**config.mk**
```make
export PLATFORM = sky130hd
export DESIGN_NAME = change_dispense_ctrl
export DESIGN_NICKNAME = d
export VERILOG_FILES = /design/src/rtl/change_dispense_ctrl.sv
export SDC_FILE = /design/constraint.sdc
export NUM_CORES = 1
export LEC_CHECK = 0
export BUFFER_PORTS_ARGS = -buffer_cell sky130_fd_sc_hd__clkbuf_2
export CAP_MARGIN = 10
export CORE_ASPECT_RATIO = 0.9
export CORE_MARGIN = 4
export CORE_UTILIZATION = 45
export DETAILED_ROUTE_END_ITERATION = 12
export PLACE_DENSITY_LB_ADDON = 0.12
export SYNTH_ARGS = -nofsm -noshare
export SYNTH_HDL_FRONTEND = slang
export SYNTH_SLANG_ARGS = --single-unit
```
**constraint.sdc**
```tcl
create_clock -name clk -period 6.4 [get_ports clk]
set_input_delay 1.6 -clock clk [delete_from_list [all_inputs] [get_ports clk]]
set_output_delay 1.6 -clock clk [all_outputs]
set_load 0.005 [all_outputs]
```
**src/rtl/change_dispense_ctrl.sv**
```systemverilog
// Change dispenser controller: greedy 25/10/5 payout from three hoppers,
// one coin at a time with eject pulse, ack wait and fault handling.
module change_dispense_ctrl #(
   parameter int PULSE_CYCLES = 4,
   parameter int ACK_TIMEOUT  = 255
) (
   input  logic       clk,
   input  logic       reset_n,
   input  logic       start,
   input  logic [7:0] change_amt,
   input  logic       coin_ack,
   input  logic       refill_en,
   input  logic [1:0] refill_sel,
   input  logic [7:0] refill_qty,
   input  logic       clear,
   output logic       eject_5,
   output logic       eject_10,
   output logic       eject_25,
   output logic       busy,
   output logic       done,
   output logic       fault,
   output logic [1:0] fault_code,
   output logic [7:0] paid_out,
   output logic [7:0] cnt5,
   output logic [7:0] cnt10,
   output logic [7:0] cnt25
);

   typedef enum logic [2:0] {
      IDLE, CALC, EJECT, WAIT_ACK, DONE, FAULT
   } state_t;

   typedef enum logic [1:0] {
      C_NONE, C_5, C_10, C_25
   } coin_t;

   localparam logic [3:0] P_LAST = 4'(PULSE_CYCLES - 1);
   localparam logic [7:0] T_LAST = 8'(ACK_TIMEOUT - 1);

   state_t     state, state_n;
   coin_t      coin, coin_n;
   logic [7:0] remaining, remaining_n;
   logic [7:0] paid_n;
   logic [7:0] cnt5_n, cnt10_n, cnt25_n;
   logic [3:0] pcnt, pcnt_n;
   logic [7:0] tcnt, tcnt_n;
   logic       e5_n, e10_n, e25_n;
   logic       done_n;
   logic [1:0] code_n;
   logic [7:0] val;

   function automatic logic [7:0] sat_add(input logic [7:0] a,
                                          input logic [7:0] b);
      logic [8:0] s;
      s = {1'b0, a} + {1'b0, b};
      return s[8] ? 8'hFF : s[7:0];
   endfunction

   assign busy  = (state == CALC) || (state == EJECT) ||
                  (state == WAIT_ACK) || (state == DONE);
   assign fault = (state == FAULT);

   always_comb begin
      val = 8'd0;
      unique case (coin)
         C_5:     val = 8'd5;
         C_10:    val = 8'd10;
         C_25:    val = 8'd25;
         default: val = 8'd0;
      endcase
   end

   always_ff @(posedge clk or negedge reset_n) begin
      if (!reset_n) begin
         state      <= IDLE;
         coin       <= C_NONE;
         remaining  <= 8'd0;
         paid_out   <= 8'd0;
         cnt5       <= 8'd0;
         cnt10      <= 8'd0;
         cnt25      <= 8'd0;
         pcnt       <= 4'd0;
         tcnt       <= 8'd0;
         eject_5    <= 1'b0;
         eject_10   <= 1'b0;
         eject_25   <= 1'b0;
         done       <= 1'b0;
         fault_code <= 2'd0;
      end else begin
         state      <= state_n;
         coin       <= coin_n;
         remaining  <= remaining_n;
         paid_out   <= paid_n;
         cnt5       <= cnt5_n;
         cnt10      <= cnt10_n;
         cnt25      <= cnt25_n;
         pcnt       <= pcnt_n;
         tcnt       <= tcnt_n;
         eject_5    <= e5_n;
         eject_10   <= e10_n;
         eject_25   <= e25_n;
         done       <= done_n;
         fault_code <= code_n;
      end
   end

   always_comb begin
      state_n     = state;
      coin_n      = coin;
      remaining_n = remaining;
      paid_n      = paid_out;
      cnt5_n      = cnt5;
      cnt10_n     = cnt10;
      cnt25_n     = cnt25;
      pcnt_n      = pcnt;
      tcnt_n      = tcnt;
      e5_n        = 1'b0;
      e10_n       = 1'b0;
      e25_n       = 1'b0;
      done_n      = 1'b0;
      code_n      = fault_code;

      unique case (state)
         IDLE: begin
            if (start) begin
               if (change_amt == 8'd0) begin
                  paid_n  = 8'd0;
                  done_n  = 1'b1;
                  state_n = DONE;
               end else if ((change_amt % 8'd5) != 8'd0) begin
                  code_n  = 2'd3;
                  state_n = FAULT;
               end else begin
                  remaining_n = change_amt;
                  paid_n      = 8'd0;
                  state_n     = CALC;
               end
            end
         end
         CALC: begin
            pcnt_n  = 4'd0;
            state_n = EJECT;
            // remaining is a nonzero multiple of 5 here, so a 5c always fits
            if (remaining >= 8'd25 && cnt25 != 8'd0) begin
               coin_n = C_25;
               e25_n  = 1'b1;
            end else if (remaining >= 8'd10 && cnt10 != 8'd0) begin
               coin_n = C_10;
               e10_n  = 1'b1;
            end else if (cnt5 != 8'd0) begin
               coin_n = C_5;
               e5_n   = 1'b1;
            end else begin
               coin_n  = C_NONE;
               code_n  = 2'd1;
               state_n = FAULT;
            end
         end
         EJECT: begin
            if (pcnt == P_LAST) begin
               tcnt_n  = 8'd0;
               state_n = WAIT_ACK;
            end else begin
               pcnt_n = pcnt + 4'd1;
               e5_n   = (coin == C_5);
               e10_n  = (coin == C_10);
               e25_n  = (coin == C_25);
            end
         end
         WAIT_ACK: begin
            if (coin_ack) begin
               remaining_n = remaining - val;
               paid_n      = paid_out + val;
               if (coin == C_5 && cnt5 != 8'd0)
                  cnt5_n = cnt5 - 8'd1;
               if (coin == C_10 && cnt10 != 8'd0)
                  cnt10_n = cnt10 - 8'd1;
               if (coin == C_25 && cnt25 != 8'd0)
                  cnt25_n = cnt25 - 8'd1;
               if (remaining == val) begin
                  done_n  = 1'b1;
                  state_n = DONE;
               end else begin
                  state_n = CALC;
               end
            end else if (tcnt == T_LAST) begin
               code_n  = 2'd2;
               state_n = FAULT;
            end else begin
               tcnt_n = tcnt + 8'd1;
            end
         end
         DONE: begin
            state_n = IDLE;
         end
         FAULT: begin
            if (clear) begin
               code_n  = 2'd0;
               state_n = IDLE;
            end
         end
         default: begin
            state_n = IDLE;
         end
      endcase

      // hoppers only change by refill while idle or faulted
      if (!busy && refill_en) begin
         unique case (refill_sel)
            2'd0:    cnt5_n  = sat_add(cnt5, refill_qty);
            2'd1:    cnt10_n = sat_add(cnt10, refill_qty);
            2'd2:    cnt25_n = sat_add(cnt25, refill_qty);
            default: ;
         endcase
      end
   end

endmodule

```
==> flow_metrics.env, run 1 <==
export IMPL_cts_tree="built"
export IMPL_clk_path_buf_depth=2
export IMPL_min_period_ps=4390
export IMPL_vias_per_cell=5.71
export IMPL_synth_top_area_share_pct=29.8
export IMPL_die_w_um=122
export IMPL_fin_nets=728
export IMPL_max_cap_viol_count=0
export IMPL_crit_type="in2reg"
export IMPL_syn2layout_area_growth_pct=12.0
export IMPL_start_kind="input port"
export IMPL_dp_hpwl_mm=10.2
export IMPL_worst_pin_slew_ps=857
export IMPL_synth_area_um2=5300
export IMPL_grt_ovfl_total=0
export IMPL_max_freq_ghz=0.228
export IMPL_rsz0062_at_grt="no"
export IMPL_grt_pass1_vias=4400
export IMPL_synth_seq_area_share_pct=29.8
export IMPL_hold_path_class="reg2reg"
export IMPL_maxSlewHeadroom_pct=42.7
export IMPL_clk_latency_ps=330
export IMPL_worst_ep_required_time_ps=6610
export IMPL_p_leak_nw=2.64
export IMPL_outcome="completed"
export IMPL_hold_start="fault_code[0]"
export IMPL_synthArstFlopShare_pct=100
export IMPL_synth_top_area_cell="dfrtp_1"
export IMPL_antennaDiodeCount=0
export IMPL_tns_ps=0
export IMPL_synth_cell_types=78
export IMPL_hold_violations=0
export IMPL_synth_avg_cell_area_um2=8.77
export IMPL_vias=4654
export IMPL_ys_seq_elements=63
export IMPL_path_max_fanout=20
export IMPL_path_clk_slew_ps=50
export IMPL_drc=0
export IMPL_ios=64
export IMPL_antenna_found_initial=0
export IMPL_setup_viol=0
export IMPL_drt_iter0_drc=228
export IMPL_fp_dieArea_um2=13600
export IMPL_r2r_start="state[2]"
export IMPL_cts_sinks=63
export IMPL_grt_max_degree=64
export IMPL_fin_skew_ps=7.74
export IMPL_cts_resized=0
export IMPL_ir_worst_vdd_mv=0.198
export IMPL_start_util_pct=46.1
export IMPL_drt_wl_total_mm=13.4
export IMPL_ctsHtreeMaxLevel=3
export IMPL_rows=37
export IMPL_grt_usage_pct=20.5
export IMPL_syn_nets=677
export IMPL_wl_per_cell_um=16.5
export IMPL_ys_warn_count=0
export IMPL_synth_edf_count=0
export IMPL_routabilityCongestion=0.881
export IMPL_postRouteAntennaNets=0
export IMPL_crit_arrival_ps=4600
export IMPL_p_per_area_nw_per_um2=426
export IMPL_clockRootBuffer="clkbuf_16"
export IMPL_first_pass_iters=5
export IMPL_portBuffers=63
export IMPL_critPathCaptureType="flip-flop"
export IMPL_startpoint="change_amt[4]"
export IMPL_period_share_pct=68.6
export IMPL_core_um2=11500
export IMPL_drv_slew=0
export IMPL_final_core_util_pct=51.7
export IMPL_grt_pass1_wl_mm=22.6
export IMPL_ys_top_cells_by_area="dfrtp_1, ha_1, xnor2_1, xor2_1, nand2_1"
export IMPL_synth_cells=604
export IMPL_holdBufCountCts=0
export IMPL_numCtsBuffers=9
export IMPL_drive_gt1_share_pct=14.9
export IMPL_postCtsSetupRepairBufs=0
export IMPL_synthFlopType="dfrtp_1"
export IMPL_die_h_um=111
## placed cells by master (no fill, tap or decap), types with 3 or more instances in the layout
| cell type | n |
|---|---|
| nor2_1 | 51 |
| clkinv_2 | 3 |
| a31oi_1 | 3 |
| mux2i_1 | 5 |
| o21ai_0 | 32 |
| clkbuf_16 | 9 |
| o31ai_1 | 3 |
| nand4_1 | 6 |
| nor4_1 | 6 |
| a22oi_1 | 4 |
| a32o_1 | 3 |
| a21o_1 | 7 |
| o22ai_1 | 6 |
| a32oi_1 | 6 |
| nor3_1 | 21 |
| and3_1 | 4 |
| nand2_1 | 51 |
| inv_1 | 42 |
| or3_1 | 8 |
| fa_1 | 5 |
| o21bai_1 | 3 |
| o21a_1 | 3 |
| xnor2_1 | 31 |
| o221a_1 | 7 |
| a21boi_0 | 6 |
| nand3_1 | 11 |
| dfrtp_1 | 63 |
| a2bb2oi_1 | 18 |
| a211o_1 | 3 |
| a21oi_1 | 26 |
| ha_1 | 44 |
| xor2_1 | 22 |
| and2_1 | 3 |
| clkbuf_2 | 62 |
| nor2b_1 | 11 |
| o221ai_1 | 3 |
| nand2b_1 | 9 |
## Yosys cell counts, types with 3 or more instances
library cell  count
a211o_1           3
a21boi_0          6
a21o_1            7
a21oi_1          26
a22oi_1           4
a2bb2oi_1        18
a31oi_1           3
a32o_1            3
a32oi_1           6
and2_1            3
and3_1            4
buf_2             4
buf_4             4
buf_6             5
clkbuf_1         11
dfrtp_1          63
fa_1              5
ha_1             44
inv_1            42
mux2i_1           5
nand2_1          51
nand2b_1          9
nand3_1          11
nand4_1           6
nor2_1           51
nor2b_1          11
nor3_1           21
nor4_1            6
o21a_1            3
o21ai_0          32
o21bai_1          3
o221a_1           7
o221ai_1          3
o22ai_1           6
o31ai_1           3
or3_1             8
xnor2_1          31
xor2_1           22
## sequential cells by signal, indices dropped and copies added, names as in the netlist
signal,cells
pcnt,4
paid_out,8
eject_5,1
coin,2
fault_code,2
remaining,8
eject_25,1
tcnt,8
cnt5,8
done,1
state,3
eject_10,1
cnt10,8
cnt25,8
## routing by layer
metal	wire length (µm)	track usage, %
met4	148	4.93
met3	600	4.34
met5	0	0
met1	6760	30.7
met2	5940	30.1
## cell type report
type / count / area, µm²
Fill cell: 1103 / 5550
Multi-Input combinational cell: 474 / 3410
Sequential cell: 63 / 1580
Timing Repair Buffer: 64 / 323
Clock buffer: 11 / 243
Tap cell: 156 / 195
Inverter: 43 / 161
Clock inverter: 4 / 22.5
## path summary, 6_finish.rpt
path | to | slack (ps) | depth (start not counted)
max | remaining[4] | 2010 | 12
min | fault_code[0] | 500 | 1
max reg2reg | cnt25[7] | 3180 | 8
min reg2reg | fault_code[0] | 500 | 1
max in group asynchronous | paid_out[2] | 4370 | 2
min in group asynchronous | pcnt[1] | 1480 | 2
## stage by stage
step	instances	cell area [µm²]	power, mW	setup slack (ps)	hold slack [ps]
global placement	800	5670	2.04	1780	486
global route	815	5930	2.77	1810	534
CTS	815	5930	2.54	2010	505
detailed placement	800	5670	2.08	1660	494
floorplan	604	5300	1.71	2100	488
finish	815	5930	2.52	2010	503
## report_power, final
group / switching (mW) / leakage [nW] / total [mW] / internal, mW
clock network: 0.176 / 0.131 / 0.444 / 0.268
logic: 0.679 / 1.77 / 1.30 / 0.624
registers: 0.219 / 0.740 / 0.776 / 0.557
## logic make-up (layout without fill, tap and decap cells)
family	after synthesis	count (layout)	synth area share, %
buffers and inverters	67	122	5.84
XOR/XNOR	53	53	8.77
adder cells (fa/ha/maj)	50	50	12.5
AND/OR/NAND/NOR	211	211	20.8
AO/OA/AOI/OAI	154	154	21.2
multiplexers	6	6	1.16
flip-flops	63	63	29.8
## worst max-delay path: stages
cell,delay (ps)
clkbuf_2,320
or3b_1,390
a21oi_1,130
a211oi_1,70
o221a_2,300
ha_1,210
a21o_1,180
a32oi_2,240
and2_2,200
a211oi_2,120
or3_1,530
o221a_1,300
Power figures use the tool's default switching activity.
==> run 2, diff against run 1 <==
- clock period: 6.4 -> 4.5 ns (I/O delays scaled with it)
==> flow_metrics.env, run 2 (synthesized netlist as in run 1, its figures left out) <==
export IMPL_rows=37
export IMPL_reg2reg_depth=8
export IMPL_fill_cells=1152
export IMPL_first_pass_iters=5
export IMPL_drt_wl_total_mm=13.4
export IMPL_start_util_pct=46.1
export IMPL_min_to="fault_code[0]"
export IMPL_numCtsBuffers=9
export IMPL_placed_area_um2=5700
export IMPL_r2r_start="state[2]"
export IMPL_path_max_fanout=20
export IMPL_p_per_area_nw_per_um2=616
export IMPL_r2r_slack_ps=1340
export IMPL_cts_sinks=63
export IMPL_min_period_ps=3910
export IMPL_tns_ps=0
export IMPL_met3_usage_pct=3.98
export IMPL_maxSlewHeadroom_pct=36.8
export IMPL_p_leak_nw=2.68
export IMPL_ir_worst_vdd_mv=0.277
export IMPL_setup_viol=0
export IMPL_min_path_cells=1
export IMPL_finalWorstSetupSlack_ps=594
export IMPL_use_met1_pct=30.5
export IMPL_post_place_ws_ps=277
export IMPL_hold_violations=0
export IMPL_die_w_um=122
export IMPL_portBuffers=63
export IMPL_busiest_layer="met1"
export IMPL_fin_nets=732
export IMPL_worst_ep_required_time_ps=4770
export IMPL_fin_skew_ps=3.73
export IMPL_vias_per_cell=5.68
export IMPL_grt_ovfl_total=0
export IMPL_antenna_found_initial=0
export IMPL_drc=0
export IMPL_wl_per_cell_um=16.4
export IMPL_drv_slew=0
export IMPL_die_h_um=111
export IMPL_fp_dieArea_um2=13600
export IMPL_worst_pin_slew_ps=947
export IMPL_max_cap_viol_count=0
export IMPL_grt_pass1_wl_mm=22.3
export IMPL_start_kind="input port"
export IMPL_grt_pass1_vias=4446
export IMPL_outcome="completed"
export IMPL_cts_tree="built"
export IMPL_final_common_cell="dfrtp_1"
export IMPL_grt_max_degree=43
export IMPL_critPathCaptureType="flip-flop"
export IMPL_hold_path_class="reg2reg"
export IMPL_max_freq_ghz=0.256
export IMPL_antennaDiodeCount=0
export IMPL_holdBufCountCts=0
export IMPL_routabilityCongestion=0.881
export IMPL_crit_arrival_ps=4170
export IMPL_ios=64
export IMPL_ctsHtreeMaxLevel=3
export IMPL_path_clk_slew_ps=60
export IMPL_drive_gt1_share_pct=15.5
export IMPL_hold_ws_ps=501
export IMPL_final_cell_mix="dfrtp_1, clkbuf_2, nand2_1, nor2_1, ha_1"
export IMPL_timing_rr_end="cnt25[7]"
export IMPL_grtUsageMet2_pct=29.6
export IMPL_fin_area_um2=6010
export IMPL_drt_iter0_drc=262
export IMPL_postRouteAntennaNets=0
export IMPL_grt_usage_pct=20.3
export IMPL_crit_type="in2reg"
export IMPL_core_um2=11500
export IMPL_clk_path_buf_depth=2
export IMPL_period_share_pct=86.8
export IMPL_vias=4657
export IMPL_dp_hpwl_mm=10.2
export IMPL_cts_resized=0
export IMPL_clockRootBuffer="clkbuf_16"
export IMPL_rsz0062_at_grt="no"
export IMPL_postCtsSetupRepairBufs=0
export IMPL_syn2layout_area_growth_pct=13.4
export IMPL_clk_latency_ps=330
export IMPL_hold_start="fault_code[0]"
## run 2: how the worst max path moves through the flow
stage / start / end / slack (ps) / cells after the start
after floorplan: change_amt[6] / remaining[5] / 670 / 13
after global placement: change_amt[6] / remaining[0] / 390 / 12
after detailed placement: change_amt[6] / remaining[4] / 280 / 12
after CTS: change_amt[6] / remaining[4] / 600 / 12
after global routing: change_amt[6] / remaining[6] / 380 / 12
final: change_amt[6] / remaining[4] / 590 / 12
## run 2: cell type report
class                   count  area, µm²  share of cell area, %
well taps                 156        195                   3.25
clock buffers              13        270                   4.50
inverters                  43        161                   2.69
clock inverters             3       40.0                  0.667
flip-flops and latches     63       1580                   26.2
repair buffers             68        353                   5.87
multi-input cells         474       3410                   56.8
## run 2: metal layers
| layer | wire length, µm | part of all wire [%] |
|---|---|---|
| met5 | 0 | 0 |
| met4 | 192 | 1.4 |
| met3 | 529 | 3.9 |
| met2 | 5830 | 43 |
| met1 | 6870 | 51 |
## run 2: worst max-delay path, stage by stage
cell and delay (ps):
clkbuf_2 250, or3b_1 430, a21oi_1 130, a211oi_1 70, o221a_2 310, ha_1 210, a21o_1 190, a32oi_2 250
and2_2 200, a211oi_2 110, o31ai_2 580, o221a_1 310
## run 2: report_power, final
group	internal, mW	switching [mW]
sequential	0.792	0.312
clock	0.472	0.257
combinational	0.897	0.968
## run 2: stage by stage
| stage | cells | total power [mW] | utilization, % |
|---|---|---|---|
| 5_1_grt | 820 | 4.02 | 52.3 |
| 2_1_floorplan | 604 | 2.44 | - |
| 3_3_place_gp | 804 | 2.92 | 49.6 |
| 3_5_place_dp | 804 | 2.96 | 49.6 |
| 6_report | 820 | 3.70 | 52.3 |
| 4_1_cts | 820 | 3.71 | 52.3 |
==> run 3, diff against run 2 <==
- MAX_ROUTING_LAYER: default -> met4
- RECOVER_POWER: default -> 25
- REMOVE_ABC_BUFFERS: default -> 1
==> flow_metrics.env, run 3 (synthesized netlist as in run 1, its figures left out) <==
export IMPL_outcome="completed"
export IMPL_clk_path_buf_depth=2
export IMPL_fin_nets=733
export IMPL_min_to="fault_code[0]"
export IMPL_hold_start="fault_code[0]"
export IMPL_fp_dieArea_um2=13600
export IMPL_core_um2=11500
export IMPL_max_freq_ghz=0.254
export IMPL_drv_slew=0
export IMPL_p_leak_nw=2.69
export IMPL_fin_skew_ps=7.04
export IMPL_grt_usage_pct=20.9
export IMPL_critPathCaptureType="flip-flop"
export IMPL_ctsHtreeMaxLevel=3
export IMPL_syn2layout_area_growth_pct=13.9
export IMPL_cts_sinks=63
export IMPL_grt_pass1_wl_mm=22.3
export IMPL_path_max_fanout=20
export IMPL_cts_tree="built"
export IMPL_antennaDiodeCount=0
export IMPL_met3WireLength_um=702
export IMPL_postRouteAntennaNets=0
export IMPL_start_kind="input port"
export IMPL_post_place_ws_ps=263
export IMPL_min_period_ps=3940
export IMPL_clk_latency_ps=330
export IMPL_wl_per_cell_um=16.4
export IMPL_crit_type="in2reg"
export IMPL_dp_hpwl_mm=10.2
export IMPL_die_w_um=122
export IMPL_holdBufCountCts=0
export IMPL_r2r_slack_ps=1460
export IMPL_portBuffers=63
export IMPL_hold_violations=0
export IMPL_drive_gt1_share_pct=15.4
export IMPL_top_layer_used="met4"
export IMPL_antenna_found_initial=0
export IMPL_grt_ovfl_total=0
export IMPL_ir_worst_vdd_mv=0.244
export IMPL_grt_max_degree=44
export IMPL_first_pass_iters=5
export IMPL_worst_pin_slew_ps=1270
export IMPL_cts_resized=0
export IMPL_final_common_cell="dfrtp_1"
export IMPL_max_cap_viol_count=0
export IMPL_crit_arrival_ps=4200
export IMPL_path_clk_slew_ps=50
export IMPL_p_per_area_nw_per_um2=623
export IMPL_drc=0
export IMPL_met1_length_mm=6.55
export IMPL_rsz0062_at_grt="no"
export IMPL_vias=4668
export IMPL_period_share_pct=87.5
export IMPL_start_util_pct=46.1
export IMPL_hold_path_class="reg2reg"
export IMPL_finalWorstSetupSlack_ps=561
export IMPL_vias_per_cell=5.69
export IMPL_maxSlewHeadroom_pct=15.1
export IMPL_wl_met2_mm=6.00
export IMPL_rows=37
export IMPL_drt_iter0_drc=305
export IMPL_numCtsBuffers=9
export IMPL_min_path_cells=1
export IMPL_timing_rr_end="cnt10[7]"
export IMPL_die_h_um=111
export IMPL_setup_viol=0
export IMPL_worst_ep_required_time_ps=4760
export IMPL_postCtsSetupRepairBufs=0
export IMPL_ios=64
export IMPL_routabilityCongestion=0.912
export IMPL_final_cell_mix="dfrtp_1, clkbuf_2, nand2_1, nor2_1, ha_1"
export IMPL_clockRootBuffer="clkbuf_16"
export IMPL_reg2reg_depth=8
export IMPL_r2r_start="state[2]"
export IMPL_tns_ps=0
export IMPL_grt_pass1_vias=4538
export IMPL_drt_wl_total_mm=13.4
==> run 3: routing by layer <==
metal  GRT usage, %  vias to the layer above
met5              -                        -
met4           4.40                        0
met3           3.42                       16
met2           30.8                      126
met1           30.2                     2228
li1               -                     2298
==> run 3: worst max-delay path by stage <==
stage | from | end | slack, ps | depth (start not counted)
2_1_floorplan | change_amt[6] | remaining[5] | 840 | 11
3_5_place_dp | change_amt[6] | remaining[0] | 260 | 12
3_3_place_gp | change_amt[6] | remaining[3] | 380 | 12
6_report | change_amt[6] | remaining[0] | 560 | 12
5_1_grt | change_amt[2] | remaining[0] | 370 | 13
4_1_cts | change_amt[6] | remaining[0] | 590 | 12
==> run 3: per-stage QoR <==
step	cells	total power [mW]	hold slack [ps]	utilization [%]	area (µm²)
floorplan	580	2.40	488	-	5150
global placement	804	2.92	483	49.6	5700
detailed placement	804	2.97	494	49.6	5700
CTS	819	3.78	507	52.5	6030
global route	820	4.08	538	52.5	6030
finish	820	3.75	513	52.5	6030
==> run 3: cell type report <==
class	count	area, µm²
Clock inverter	3	65.1
Multi-Input combinational cell	474	3410
Inverter	43	161
Fill cell	1119	5450
Timing Repair Buffer	69	355
Tap cell	156	195
Sequential cell	63	1580
Clock buffer	12	267
==> run 3: power by group <==
group | internal, mW | switching [mW]
Clock | 0.526 | 0.252
Sequential | 0.792 | 0.316
Combinational | 0.897 | 0.971
==> run 3: critical path, cell delays in order <==
cell and delay [ps]:
clkbuf_2 240, or3b_1 430, a21oi_1 130, a211oi_1 70
o221a_2 310, ha_1 220, a21o_1 180, o211ai_1 240
and2_2 220, a211oi_2 110, o31ai_2 600, o221a_1 310
